<file path="config.mk">
export PLATFORM = sky130hd
export DESIGN_NAME = prbs_frame_gen_flat
export DESIGN_NICKNAME = d
export VERILOG_FILES = /design/src/rtl/eth_pkg.sv /design/src/rtl/prbs_frame_gen_if.sv /design/src/rtl/prbs_frame_gen.sv /design/src/flat_wrapper.sv
export SDC_FILE = /design/constraint.sdc
export NUM_CORES = 1
export LEC_CHECK = 0
export BUFFER_PORTS_ARGS = -buffer_cell sky130_fd_sc_hd__buf_2
export CAP_MARGIN = 20
export CORE_AREA = 2 2 78 80
export CTS_CLUSTER_SIZE = 16
export DETAILED_ROUTE_END_ITERATION = 10
export DIE_AREA = 0 0 80 82
export GPL_TIMING_DRIVEN = 1
export SETUP_SLACK_MARGIN = 0.05
export SYNTH_ARGS = -nofsm -noshare
export SYNTH_HDL_FRONTEND = slang
export SYNTH_SLANG_ARGS = --single-unit
</file>
<file path="constraint.sdc">
create_clock -name i_clk -period 2.25 [get_ports i_clk]
set_clock_uncertainty 0.2 [all_clocks]
set_input_delay 0.1125 -clock i_clk [delete_from_list [all_inputs] [get_ports i_clk]]
set_output_delay 0.1125 -clock i_clk [all_outputs]
set_load 0.005 [all_outputs]
</file>
<file path="src/rtl/eth_pkg.sv">
// Shared definitions for the PRBS Ethernet test-frame generator.
// Provides the frame-builder state encoding and the fixed framing constants
// (preamble/SFD byte values and the preamble and MAC-header lengths).
package eth_pkg;

    typedef enum logic [2:0] {
        ST_IDLE,
        ST_PREAMBLE,
        ST_SFD,
        ST_HEADER,
        ST_PAYLOAD,
        ST_IFG
    } state_e;

    localparam logic [7:0] PREAMBLE_BYTE = 8'h55;
    localparam logic [7:0] SFD_BYTE      = 8'hD5;
    localparam int         PREAMBLE_LEN  = 7;
    localparam int         HDR_LEN       = 14;

endpackage

</file>
<file path="src/rtl/prbs_frame_gen_if.sv">
// Byte-stream handshake between the frame generator and the TX path.
//   data  : current byte
//   valid : data is valid
//   last  : current byte is the final payload byte
//   ready : downstream accepts the current byte (transfer = valid && ready)
// master = frame generator, slave = TX path.
interface prbs_frame_gen_if;
    logic [7:0] data;
    logic       valid;
    logic       last;
    logic       ready;

    modport master (output data, output valid, output last, input  ready);
    modport slave  (input  data, input  valid, input  last, output ready);
endinterface

</file>
<file path="src/rtl/prbs_frame_gen.sv">
// Ethernet test-frame builder: preamble, SFD, MAC header, ethertype and a
// payload taken from the low byte of an external LFSR. Drives the LFSR seed
// load and step strobes so every frame restarts from the seed.
// Ports:
//   i_clk, i_rst_n      : clock, asynchronous active-low reset
//   i_start             : frame request, sampled only in IDLE
//   i_lfsr_data         : LFSR state, bits [7:0] form the payload byte
//   o_lfsr_rst_seed     : one-cycle seed-load pulse on the first PREAMBLE cycle
//   o_lfsr_enable       : steps the LFSR once per accepted payload byte
//   o_busy              : high in every state except IDLE
//   o_frame_cnt         : completed frames, wraps at 0xFFFF
//   tx (master)         : byte stream with valid/ready/last
module prbs_frame_gen
    import eth_pkg::*;
#(
    parameter int          LFSR_BITS   = 32,
    parameter int          PAYLOAD_LEN = 46,
    parameter int          IFG_CYCLES  = 12,
    parameter logic [47:0] DST_MAC     = 48'hFFFF_FFFF_FFFF,
    parameter logic [47:0] SRC_MAC     = 48'h0200_0000_0001,
    parameter logic [15:0] ETHERTYPE   = 16'h88B5
) (
    input  logic                 i_clk,
    input  logic                 i_rst_n,
    input  logic                 i_start,
    input  logic [LFSR_BITS-1:0] i_lfsr_data,
    output logic                 o_lfsr_rst_seed,
    output logic                 o_lfsr_enable,
    output logic                 o_busy,
    output logic [15:0]          o_frame_cnt,
    prbs_frame_gen_if.master     tx
);

    localparam logic [10:0] PRE_LAST = 11'(PREAMBLE_LEN - 1);
    localparam logic [10:0] HDR_LAST = 11'(HDR_LEN - 1);
    localparam logic [10:0] PAY_LAST = 11'(PAYLOAD_LEN - 1);
    localparam logic [10:0] IFG_LAST = 11'(IFG_CYCLES - 1);

    state_e      state_q, state_d;
    logic [10:0] cnt_q, cnt_d;
    logic        seed_q, seed_d;
    logic [15:0] frame_cnt_q, frame_cnt_d;

    logic        valid;
    logic        xfer;
    logic [7:0]  hdr_byte;
    logic [7:0]  data;

    // Only the low byte of the LFSR feeds the payload.
    wire unused_lfsr_hi = ^i_lfsr_data[LFSR_BITS-1:8];

    assign valid = (state_q == ST_PREAMBLE) || (state_q == ST_SFD) ||
                   (state_q == ST_HEADER)   || (state_q == ST_PAYLOAD);
    assign xfer  = valid && tx.ready;

    always_comb begin
        state_d     = state_q;
        cnt_d       = cnt_q;
        seed_d      = 1'b0;
        frame_cnt_d = frame_cnt_q;
        case (state_q)
            ST_IDLE: if (i_start) begin
                state_d = ST_PREAMBLE;
                cnt_d   = '0;
                seed_d  = 1'b1;   // seed pulse lands on the first PREAMBLE cycle only
            end
            ST_PREAMBLE: if (xfer) begin
                if (cnt_q == PRE_LAST) begin state_d = ST_SFD; cnt_d = '0; end
                else cnt_d = cnt_q + 11'd1;
            end
            ST_SFD: if (xfer) begin
                state_d = ST_HEADER;
                cnt_d   = '0;
            end
            ST_HEADER: if (xfer) begin
                if (cnt_q == HDR_LAST) begin state_d = ST_PAYLOAD; cnt_d = '0; end
                else cnt_d = cnt_q + 11'd1;
            end
            ST_PAYLOAD: if (xfer) begin
                if (cnt_q == PAY_LAST) begin state_d = ST_IFG; cnt_d = '0; end
                else cnt_d = cnt_q + 11'd1;
            end
            ST_IFG: begin
                // Gap timing is free-running; downstream backpressure is irrelevant here.
                if (cnt_q == IFG_LAST) begin
                    state_d     = ST_IDLE;
                    cnt_d       = '0;
                    frame_cnt_d = frame_cnt_q + 16'd1;
                end else cnt_d = cnt_q + 11'd1;
            end
            default: begin
                state_d = ST_IDLE;
                cnt_d   = '0;
            end
        endcase
    end

    always_ff @(posedge i_clk or negedge i_rst_n) begin
        if (!i_rst_n) begin
            state_q     <= ST_IDLE;
            cnt_q       <= '0;
            seed_q      <= 1'b0;
            frame_cnt_q <= '0;
        end else begin
            state_q     <= state_d;
            cnt_q       <= cnt_d;
            seed_q      <= seed_d;
            frame_cnt_q <= frame_cnt_d;
        end
    end

    always_comb begin
        hdr_byte = 8'h00;
        case (cnt_q)
            11'd0:  hdr_byte = DST_MAC[47:40];
            11'd1:  hdr_byte = DST_MAC[39:32];
            11'd2:  hdr_byte = DST_MAC[31:24];
            11'd3:  hdr_byte = DST_MAC[23:16];
            11'd4:  hdr_byte = DST_MAC[15:8];
            11'd5:  hdr_byte = DST_MAC[7:0];
            11'd6:  hdr_byte = SRC_MAC[47:40];
            11'd7:  hdr_byte = SRC_MAC[39:32];
            11'd8:  hdr_byte = SRC_MAC[31:24];
            11'd9:  hdr_byte = SRC_MAC[23:16];
            11'd10: hdr_byte = SRC_MAC[15:8];
            11'd11: hdr_byte = SRC_MAC[7:0];
            11'd12: hdr_byte = ETHERTYPE[15:8];
            11'd13: hdr_byte = ETHERTYPE[7:0];
            default: hdr_byte = 8'h00;
        endcase
    end

    always_comb begin
        data = 8'h00;
        case (state_q)
            ST_PREAMBLE: data = PREAMBLE_BYTE;
            ST_SFD:      data = SFD_BYTE;
            ST_HEADER:   data = hdr_byte;
            ST_PAYLOAD:  data = i_lfsr_data[7:0];
            default:     data = 8'h00;
        endcase
    end

    assign tx.data         = data;
    assign tx.valid        = valid;
    assign tx.last         = (state_q == ST_PAYLOAD) && (cnt_q == PAY_LAST);
    assign o_busy          = (state_q != ST_IDLE);
    assign o_lfsr_rst_seed = seed_q;
    assign o_lfsr_enable   = (state_q == ST_PAYLOAD) && tx.ready;
    assign o_frame_cnt     = frame_cnt_q;

endmodule
</file>
<file path="src/flat_wrapper.sv">
// flat-port wrapper written by rule: the top's interface ports become plain ports
module prbs_frame_gen_flat import eth_pkg::*;
#(
    parameter int          LFSR_BITS   = 32,
    parameter int          PAYLOAD_LEN = 46,
    parameter int          IFG_CYCLES  = 12,
    parameter logic [47:0] DST_MAC     = 48'hFFFF_FFFF_FFFF,
    parameter logic [47:0] SRC_MAC     = 48'h0200_0000_0001,
    parameter logic [15:0] ETHERTYPE   = 16'h88B5
)
  (i_clk, i_rst_n, i_start, i_lfsr_data, o_lfsr_rst_seed, o_lfsr_enable, o_busy, o_frame_cnt, tx_data, tx_valid, tx_last, tx_ready);
  prbs_frame_gen_if tx_i ();
  input  logic i_clk;
  input  logic i_rst_n;
  input  logic i_start;
  input  logic [LFSR_BITS-1:0] i_lfsr_data;
  output logic o_lfsr_rst_seed;
  output logic o_lfsr_enable;
  output logic o_busy;
  output logic [15:0] o_frame_cnt;
  output wire logic [$bits(tx_i.data)-1:0] tx_data;
  output wire logic [$bits(tx_i.valid)-1:0] tx_valid;
  output wire logic [$bits(tx_i.last)-1:0] tx_last;
  input wire logic [$bits(tx_i.ready)-1:0] tx_ready;
  assign tx_data = tx_i.data;
  assign tx_valid = tx_i.valid;
  assign tx_last = tx_i.last;
  assign tx_i.ready = tx_ready;
  prbs_frame_gen #(.LFSR_BITS(LFSR_BITS), .PAYLOAD_LEN(PAYLOAD_LEN), .IFG_CYCLES(IFG_CYCLES), .DST_MAC(DST_MAC), .SRC_MAC(SRC_MAC), .ETHERTYPE(ETHERTYPE)) u_core (.i_clk(i_clk), .i_rst_n(i_rst_n), .i_start(i_start), .i_lfsr_data(i_lfsr_data), .o_lfsr_rst_seed(o_lfsr_rst_seed), .o_lfsr_enable(o_lfsr_enable), .o_busy(o_busy), .o_frame_cnt(o_frame_cnt), .tx(tx_i));
endmodule
</file>
==> results of run 1 <==
==> flip-flops by register name (all words and copies together), names as in the netlist <==
name and flops:
u_core.cnt_q 11, u_core.state_q 3, u_core.o_frame_cnt 16, u_core.o_lfsr_rst_seed 1
==> logic make-up (layout without fill, tap and decap cells) <==
family | Yosys count | after routing | synth area share [%]
AO/OA/AOI/OAI | 45 | 45 | 17.3
XOR/XNOR | 16 | 16 | 7.22
adder cells (fa/ha/maj) | 6 | 6 | 3.87
buffers and inverters | 14 | 92 | 3.16
flip-flops | 31 | 31 | 40.0
multiplexers | 3 | 3 | 1.74
AND/OR/NAND/NOR | 85 | 85 | 26.7
==> cell usage in the layout (no fill, tap or decap), types with 4 or more instances in the layout <==
| master | n |
|---|---|
| a21oi_1 | 4 |
| nand2_1 | 16 |
| nor2b_1 | 6 |
| clkbuf_8 | 6 |
| o21ai_1 | 7 |
| nor2_2 | 4 |
| a22o_1 | 7 |
| dfrtp_1 | 29 |
| xnor2_1 | 13 |
| o211ai_1 | 4 |
| nor3_1 | 5 |
| nand3_1 | 10 |
| and3_1 | 7 |
| ha_1 | 5 |
| nor2_1 | 7 |
| buf_2 | 39 |
| buf_4 | 36 |
==> power by group through the flow <==
stage / Combinational (mW) / Sequential, mW / Clock (mW)
after floorplan: 0.668 / 0.683 / 0
after global placement: 1.11 / 0.705 / 0
after detailed placement: 1.13 / 0.706 / 0
after CTS: 1.30 / 0.693 / 0.591
after global routing: 1.52 / 0.713 / 0.618
final: 1.40 / 0.706 / 0.576
==> routing by layer <==
metal,up-vias,wire [um]
li1,888,-
met1,863,2180
met2,35,2370
met3,8,159
met4,0,63
met5,-,0
==> layout make-up <==
class | count | area [um2] | area share, %
Clock buffer | 6 | 82.6 | 3.05
Inverter | 4 | 15.0 | 0.555
Sequential cell | 31 | 778 | 28.8
Timing Repair Buffer | 80 | 518 | 19.2
Clock inverter | 2 | 35.0 | 1.30
Multi-Input combinational cell | 155 | 1180 | 43.7
Tap cell | 75 | 93.8 | 3.47
==> worst paths after layout <==
| check | start | endpoint | slack [ns] | cells past startpoint |
|---|---|---|---|---|
| max | u_core.cnt_q[1]$_DFFE_PN0P_ | tx_data[0] | 0.02 | 9 |
| max reg2reg | u_core.cnt_q[0]$_DFFE_PN0P_ | u_core.cnt_q[0]$_DFFE_PN0P_ | 0.05 | 7 |
| max in group asynchronous | i_rst_n | u_core.cnt_q[7]$_DFFE_PN0P_ | 1.16 | 2 |
| min | i_rst_n | u_core.o_frame_cnt[3]$_DFFE_PN0P_ | 0.20 | 2 |
| min reg2reg | u_core.o_frame_cnt[15]$_DFFE_PN0P_ | u_core.o_frame_cnt[15]$_DFFE_PN0P_ | 0.27 | 1 |
| min in group i_clk | u_core.o_frame_cnt[15]$_DFFE_PN0P_ | u_core.o_frame_cnt[15]$_DFFE_PN0P_ | 0.27 | 1 |
==> timing repair <==
| item | 4_1_cts | 5_1_grt |
|---|---|---|
| pin swaps | 3 | 3 |
| resized for setup | 10 | 12 |
| hold endpoints to repair | 33 | 0 |
| hold buffers | 3 | 0 |
| endpoints found under the setup margin | 15 | 21 |
| setup buffers | 10 | 3 |
==> run_results.csv, run 1 <==
group,metric,value,unit
drt,drcViolationCount,0,
synthesis,yosys.area.top_type,"dfrtp_1",
placed_design,dp_hpwl,3460,um
critical_path,path_class,"flip-flop to output pin",
cells_and_area,fillers,569,
floorplanning,die-height,82,um
synthesis,ys_ff_latch,31,
grt,grt_pass1_wl,7510,um
timing,layout_setup_ws,0.0227,ns
synthesis,syn-num-nets,242,
cells_and_area,antenna_cells,0,
grt,use_met2,26.1,%
drt,vias,1794,
critical_path,max_stage_delay,0.40,ns
synthesis,synth.area.top_cells,"dfrtp_1 40%, xnor2_1 5.9%, ha_1 3.9%",
floorplanning,ioPinCount,65,
power,internal_power,1.71,mW
drt,firstDrtPassIters,4,
synthesis,synth_edf_count,0,
clock_tree,clock_latency,0.29,ns
power,seqPwrFrac,26.3,%
power,finalPower,2.68,mW
cells_and_area,finalInstanceArea,2700,um2
cells_and_area,final_util,47.1,%
placed_design,placedCellCount,329,
critical_path,worstPathMaxFanout,3,
power,pwr-share-comb,52.2,%
timing,tightest_slew,0.696,ns
timing,slew_headroom,53.6,%
synthesis,yosys_warnings,0,
cells_and_area,layout-drive-gt1-share,40.6,%
critical_path,cp_common_cell,"buf_6",
critical_path,start_kind,"flip-flop",
timing,finalCritPeriodShare,99.0,%
drt,final_antenna_net_count,0,
power,powerDensity,992,nW/um2
timing,rsz0062_at_grt,"true",
power,p_leak,1.29,nW
floorplanning,num_rows,28,
synthesis,syn_inst,200,
grt,grt_pass1_vias,1649,
cells_and_area,instances_no_fill,353,
synthesis,synth_top_area_share,40.0,%
cells_and_area,syn2layout_area_growth,39.3,%
grt,grt_usage,14.8,%
grt,antenna_found_initial,0,
timing,min_period,2.23,ns
grt,grt_max_degree,32,
power,ir_worst_vdd,380,uV
floorplanning,start_util,33.8,%
synthesis,synth_ff_type,"dfrtp_1",
clock_tree,htreeDepth,2,
synthesis,syn_avg_cell_area,9.70,um2
synthesis,seq_area_frac_synth,40.0,%
power,switching_share,36.4,%
timing,setup_violations,0,
drt,routed_wl,4770,um
floorplanning,core,5750,um2
clock_tree,cts_tree,"built",
floorplanning,chipWidth,80,um
placed_design,io_buffer_count,40,
timing,setup_tns,0,ns
power,switchingPower,0.976,mW
critical_path,cp.arrival,1.91,ns
clock_tree,cts.sinks,31,
critical_path,cpMaxStageDelayCell,"dfrtp_1",
placed_design,pre_cts_ws,-0.0477,ns
critical_path,critPathBufInv,3,
timing,final_max_slew_viol_count,0,
synthesis,yosysMostFrequentCell,"dfrtp_1",
cells_and_area,final_nets,319,
synthesis,synth_cell_types,56,
drt,wire_per_inst,13.5,um
timing,holdWs,0.203,ns
grt,overflow,0,
synthesis,synth_area,1940,um2
synthesis,yosys-top-cells-count,"31 x dfrtp_1, 17 x nand2_1, 13 x xnor2_1",
job,max-cap-violations,0,
drt,viasPerCell,5.08,
timing,fmax,449,MHz
clock_tree,clockBufferDepth,2,
placed_design,placed_area,2370,um2
grt,use_met1,17.8,%
status,outcome,"complete, no violations",
placed_design,place.gp.congestion,0.779,
worst_hold_path,min_path_type,"input pin to asynchronous set/reset pin",
synthesis,async_flop_share,100,%
timing,final_hold_viol_count,0,
grt,grt_busiest_layer,"met2",
critical_path,cp_top_family,"simple AND/OR/NAND/NOR gates",
clock_tree,cts_made_buffers,5,
critical_path,endpoint_kind,"output pin",
critical_path,crit_path_cell_trace,"inv_2, ha_4, and3_4, buf_6, nor2_2, o211ai_1, nor3b_4, nand2b_4, buf_6",
grt,grt_use_met3,3.96,%
clock_tree,path_clk_slew,0.07,ns
clock_tree,cts_root_buf,"clkbuf_8",
power,pwr-share-clk,21.4,%
critical_path,cp.required,1.94,ns
floorplanning,die-area,6560,um2
drt,first_iter_violations,58,
Power figures use the tool's default switching activity.
==> inputs of run 2 (changes only) <==
--- a/config.mk
+++ b/config.mk
@@ -5,12 +5,13 @@
 export SDC_FILE = /design/constraint.sdc
 export NUM_CORES = 1
 export LEC_CHECK = 0
-export BUFFER_PORTS_ARGS = -buffer_cell sky130_fd_sc_hd__buf_2
+export BUFFER_PORTS_ARGS = -buffer_cell sky130_fd_sc_hd__buf_4
 export CAP_MARGIN = 20
 export CORE_AREA = 2 2 78 80
 export CTS_CLUSTER_SIZE = 16
 export DETAILED_ROUTE_END_ITERATION = 10
 export DIE_AREA = 0 0 80 82
+export GPL_ROUTABILITY_DRIVEN = 1
 export GPL_TIMING_DRIVEN = 1
 export SETUP_SLACK_MARGIN = 0.05
 export SYNTH_ARGS = -nofsm -noshare
==> run 2 against run 1 <==
Against the previous run: utilization rose by 2.0 points; maximum frequency hardly changed; final cell count fell by 1.4%; clock power down 1%; hold slack worse by 0.10 ns; via count down 1.1%.
==> run_results.csv, run 2 (same netlist as run 1, synthesis figures left out) <==
group,metric,value,unit
cells_and_area,antenna_cells,0,
drt,firstDrtPassIters,4,
drt,vias,1774,
power,powerDensity,993,nW/um2
drt,drcViolationCount,0,
critical_path,cp_top_family,"simple AND/OR/NAND/NOR gates",
cells_and_area,syn2layout_area_growth,45.4,%
clock_tree,htreeDepth,2,
critical_path,critPathBufInv,2,
timing,slew_headroom,65.0,%
timing,setup_violations,0,
timing,rsz0062_at_grt,"true",
critical_path,start_kind,"flip-flop",
critical_path,endpoint_kind,"output pin",
status,outcome,"complete, no violations",
critical_path,r2r-end,"u_core.cnt_q[5]$_DFFE_PN0P_",
floorplanning,ioPinCount,65,
timing,min_period,2.23,ns
critical_path,path_class,"flip-flop to output pin",
power,ir_worst_vdd,435,uV
power,finalPower,2.80,mW
cells_and_area,layout_commonest_cell,"buf_4",
grt,grt_pass1_wl,7590,um
grt,antenna_found_initial,0,
placed_design,place.gp.congestion,0.810,
floorplanning,core,5750,um2
critical_path,reg2reg_slack,0.04,ns
clock_tree,path_clk_slew,0.07,ns
critical_path,cp.required,1.94,ns
critical_path,cp.arrival,1.91,ns
timing,finalCritPeriodShare,98.9,%
floorplanning,chipWidth,80,um
grt,grt_usage,14.8,%
cells_and_area,largest_reg_flops,16,
clock_tree,cts.sinks,31,
critical_path,r2r_start,"u_core.cnt_q[7]$_DFFE_PN0P_",
timing,final_hold_viol_count,0,
job,max-cap-violations,0,
clock_tree,cts_root_buf,"clkbuf_8",
drt,viasPerCell,5.10,
critical_path,crit_path_cell_trace,"nor4_4, buf_4, nand2_4, o211ai_1, nor3b_4, nand2b_4, buf_6",
grt,grt_max_degree,32,
power,p_leak,1.32,nW
placed_design,dp_hpwl,3390,um
clock_tree,cts_tree,"built",
timing,final_max_slew_viol_count,0,
floorplanning,num_rows,28,
timing,tightest_slew,0.525,ns
grt,grt_pass1_vias,1649,
critical_path,cpMaxStageDelayCell,"dfrtp_1",
grt,overflow,0,
cells_and_area,instances_no_fill,348,
placed_design,placedCellCount,330,
drt,routed_wl,4760,um
worst_hold_path,min_path_type,"input pin to asynchronous set/reset pin",
critical_path,max_stage_delay,0.42,ns
floorplanning,die-area,6560,um2
timing,layout_setup_ws,0.0236,ns
clock_tree,cts_made_buffers,5,
timing,fmax,449,MHz
critical_path,r2r_cells,9,
drt,first_iter_violations,47,
floorplanning,die-height,82,um
cells_and_area,final_cell_mix,"67 x buf_4, 30 x dfrtp_1, 15 x nand2_1",
placed_design,io_buffer_count,40,
critical_path,worstPathMaxFanout,4,
cells_and_area,layout-drive-gt1-share,40.7,%
clock_tree,clock_latency,0.28,ns
drt,wire_per_inst,13.7,um
drt,final_antenna_net_count,0,
placed_design,pre_cts_ws,0.00532,ns
clock_tree,clockBufferDepth,2,
floorplanning,start_util,33.8,%
cells_and_area,final_nets,314,
==> run 2: cell type report <==
type,count,area (um2)
flip-flops and latches,31,777
fillers,564,2920
multi-input cells,155,1230
well taps,75,93.8
clock buffers,6,82.6
inverters,4,15.0
clock inverters,2,35.0
repair buffers,75,589
==> run 2: repair_timing <==
action                                  CTS  global route
gates resized for setup                  10            24
hold endpoints to repair                 33             0
pin swaps                                 2             7
endpoints found under the setup margin   10            23
cloned                                    0             0
hold buffers                              3             0
setup buffers                             5             2
==> run 2: power breakdown <==
group	internal (mW)	switching [mW]
logic	0.829	0.708
clock network	0.358	0.210
registers	0.616	0.0802
total	1.80	0.998
==> run 2: metal layers <==
layer  part of all wire, %  global-route usage (%)
met1                    44                    18.1
met2                    51                    26.1
met3                   4.6                    3.30
met4                  0.73                    4.58
met5                     0                       0
==> run 2: how the worst max path moves through the flow <==
stage | from | endpoint | cells past startpoint
2_1_floorplan | u_core.cnt_q[0]$_DFFE_PN0P_ | u_core.state_q[0]$_DFFE_PN0P_ | 7
3_3_place_gp | u_core.cnt_q[0]$_DFFE_PN0P_ | u_core.cnt_q[0]$_DFFE_PN0P_ | 8
3_5_place_dp | u_core.cnt_q[0]$_DFFE_PN0P_ | u_core.cnt_q[0]$_DFFE_PN0P_ | 8
4_1_cts | u_core.cnt_q[0]$_DFFE_PN0P_ | tx_data[2] | 8
5_1_grt | u_core.cnt_q[4]$_DFFE_PN0P_ | tx_data[0] | 7
6_report | u_core.cnt_q[7]$_DFFE_PN0P_ | tx_data[0] | 7
==> run 2: per-stage QoR <==
| step | util (%) | hold WS (ns) | TNS (ns) | cell area, um2 |
|---|---|---|---|---|
| floorplan | - | -0.383 | 0 | 1940 |
| detailed placement | 43.1 | -0.125 | 0 | 2480 |
| global placement | 43.1 | -0.127 | 0 | 2480 |
| CTS | 47.1 | 0.111 | 0 | 2710 |
| global route | 49.1 | 0.129 | -0.402 | 2820 |
| finish | 49.1 | 0.0984 | 0 | 2820 |
==> inputs of run 3 (changes only) <==
--- a/config.mk
+++ b/config.mk
@@ -13,6 +13,7 @@
 export DIE_AREA = 0 0 80 82
 export GPL_ROUTABILITY_DRIVEN = 1
 export GPL_TIMING_DRIVEN = 1
+export PLACE_DENSITY = 0.62
 export SETUP_SLACK_MARGIN = 0.05
 export SYNTH_ARGS = -nofsm -noshare
 export SYNTH_HDL_FRONTEND = slang
==> run 3 against run 2 <==
Against the previous run: the flow now finishes with violations (negative setup slack); maximum frequency decreased by 1.6%; non-clock buffer count rose by 4; final cell count increased by 1.1%.
==> run_results.csv, run 3 (same netlist as run 1, synthesis figures left out) <==
group,metric,value,unit
status,outcome,"finished, violations left",
status,violations,"negative setup slack",
cells_and_area,final_nets,318,
drt,final_antenna_net_count,0,
clock_tree,clockBufferDepth,2,
timing,tightest_slew,0.464,ns
power,switchingPower,1.03,mW
floorplanning,die-height,82,um
timing,final_max_slew_viol_count,0,
cells_and_area,syn2layout_area_growth,46.2,%
placed_design,place.gp.congestion,0.768,
drt,viasPerCell,5.15,
critical_path,r2r_start,"u_core.cnt_q[1]$_DFFE_PN0P_",
drt,route.met2.wl,2450,um
grt,grt_pass1_vias,1751,
critical_path,r2r-end,"u_core.cnt_q[0]$_DFFE_PN0P_",
critical_path,cp.arrival,2.23,ns
drt,routed_wl,4890,um
cells_and_area,final_cell_mix,"72 x buf_4, 30 x dfrtp_1, 15 x nand2_1",
cells_and_area,instances_no_fill,352,
drt,wire_per_inst,13.9,um
power,internal_power,1.78,mW
drt,highest_layer,"met4",
drt,firstDrtPassIters,4,
drt,met1_length,2200,um
timing,finalCritPeriodShare,101,%
floorplanning,num_rows,28,
drt,met3_length,201,um
worst_hold_path,min_path_type,"input pin to asynchronous set/reset pin",
drt,vias,1812,
power,p_leak,1.30,nW
placed_design,placedCellCount,326,
clock_tree,htreeDepth,2,
cells_and_area,fillers,572,
timing,setup_violations,1,
clock_tree,cts.sinks,31,
clock_tree,cts_made_buffers,5,
placed_design,pre_cts_ws,0.0250,ns
critical_path,path_class,"flip-flop to flip-flop",
critical_path,worstPathMaxFanout,7,
grt,grt_max_degree,32,
grt,grt_pass1_wl,8110,um
timing,fmax,442,MHz
power,powerDensity,990,nW/um2
cells_and_area,antenna_cells,0,
timing,rsz0062_at_grt,"true",
placed_design,dp_hpwl,3410,um
floorplanning,start_util,33.8,%
power,finalPower,2.81,mW
power,ir_worst_vdd,444,uV
drt,drcViolationCount,0,
timing,final_hold_viol_count,0,
cells_and_area,layout-drive-gt1-share,41.5,%
cells_and_area,layout_commonest_cell,"buf_4",
grt,overflow,0,
timing,min_period,2.26,ns
clock_tree,clock_latency,0.28,ns
timing,slew_headroom,69.1,%
job,max-cap-violations,0,
clock_tree,cts_tree,"built",
timing,layout_setup_ws,-0.0137,ns
power,seqPwrFrac,25.2,%
floorplanning,die-area,6560,um2
power,switching_share,36.6,%
critical_path,start_kind,"flip-flop",
cells_and_area,multi_input_area,1220,um2
clock_tree,cts_root_buf,"clkbuf_8",
power,pwr-share-comb,54.2,%
clock_tree,path_clk_slew,0.07,ns
power,pwr-share-clk,20.6,%
floorplanning,chipWidth,80,um
critical_path,endpoint_kind,"flip-flop",
grt,grt_usage,15.9,%
placed_design,io_buffer_count,40,
grt,antenna_found_initial,0,
drt,first_iter_violations,96,
floorplanning,ioPinCount,65,
cells_and_area,largest_reg_flops,16,
critical_path,reg2reg_slack,-0.01,ns
cells_and_area,layout.area.seq,777,um2
floorplanning,core,5750,um2
critical_path,cp.required,2.22,ns
timing,setup_tns,-0.0137,ns
critical_path,r2r_cells,9,
[run 3: layer usage]
| layer | vias up | global-route usage (%) |
|---|---|---|
| li1 | 894 | - |
| met1 | 883 | 19.4 |
| met2 | 33 | 27.3 |
| met3 | 2 | 3.52 |
| met4 | 0 | 6.61 |
| met5 | - | 0 |
[run 3: what timing repair did]
action,in CTS,in global routing
pin swaps,2,9
buffers inserted,4,10
endpoints found under the hold margin,33,0
hold buffers,3,0
endpoints found under the setup margin,15,27
cloned,1,0
gates resized for setup,10,25
[run 3: worst max-delay path, cell delays in order, from the launching register on]
cell	delay (ns)
dfrtp_1	0.41
inv_2	0.07
ha_2	0.17
and3_4	0.19
buf_4	0.12
a41oi_2	0.15
a211oi_2	0.33
buf_4	0.18
nor2_4	0.05
mux2_4	0.28
[run 3: how the worst max path moves through the flow]
stage	from	endpoint	slack [ns]	depth (start not counted)
2_1_floorplan	u_core.cnt_q[0]$_DFFE_PN0P_	u_core.state_q[0]$_DFFE_PN0P_	0.13	7
3_5_place_dp	u_core.cnt_q[0]$_DFFE_PN0P_	u_core.cnt_q[9]$_DFFE_PN0P_	0.02	8
4_1_cts	u_core.cnt_q[6]$_DFFE_PN0P_	tx_data[0]	0.04	6
3_3_place_gp	u_core.cnt_q[0]$_DFFE_PN0P_	u_core.cnt_q[6]$_DFFE_PN0P_	0.07	8
6_report	u_core.cnt_q[1]$_DFFE_PN0P_	u_core.cnt_q[0]$_DFFE_PN0P_	-0.01	9
5_1_grt	u_core.cnt_q[0]$_DFFE_PN0P_	u_core.cnt_q[0]$_DFFE_PN0P_	-0.08	8
[run 3: stage by stage]
stage,area [um2],hold WS [ns],util [%]
finish,2840,0.114,49.4
global route,2840,0.146,49.4
CTS,2670,0.109,46.4
detailed placement,2450,-0.126,42.6
global placement,2450,-0.127,42.6
floorplan,1940,-0.383,-
[run 3: layout make-up]
cell class                 count  share of cell area, %
inverter                       4                  0.529
clock inverter                 2                   1.24
timing repair buffer          79                   21.7
multi-input combinational    155                   42.9
tap                           75                   3.31
sequential                    31                   27.4
clock buffer                   6                   2.91
[run 3: power groups by stage]
stage	sequential [mW]	clock [mW]	combinational, mW
detailed placement	0.718	0	1.13
floorplan	0.683	0	0.668
finish	0.707	0.579	1.52
global placement	0.714	0	1.12
CTS	0.699	0.592	1.26
global route	0.716	0.615	1.65
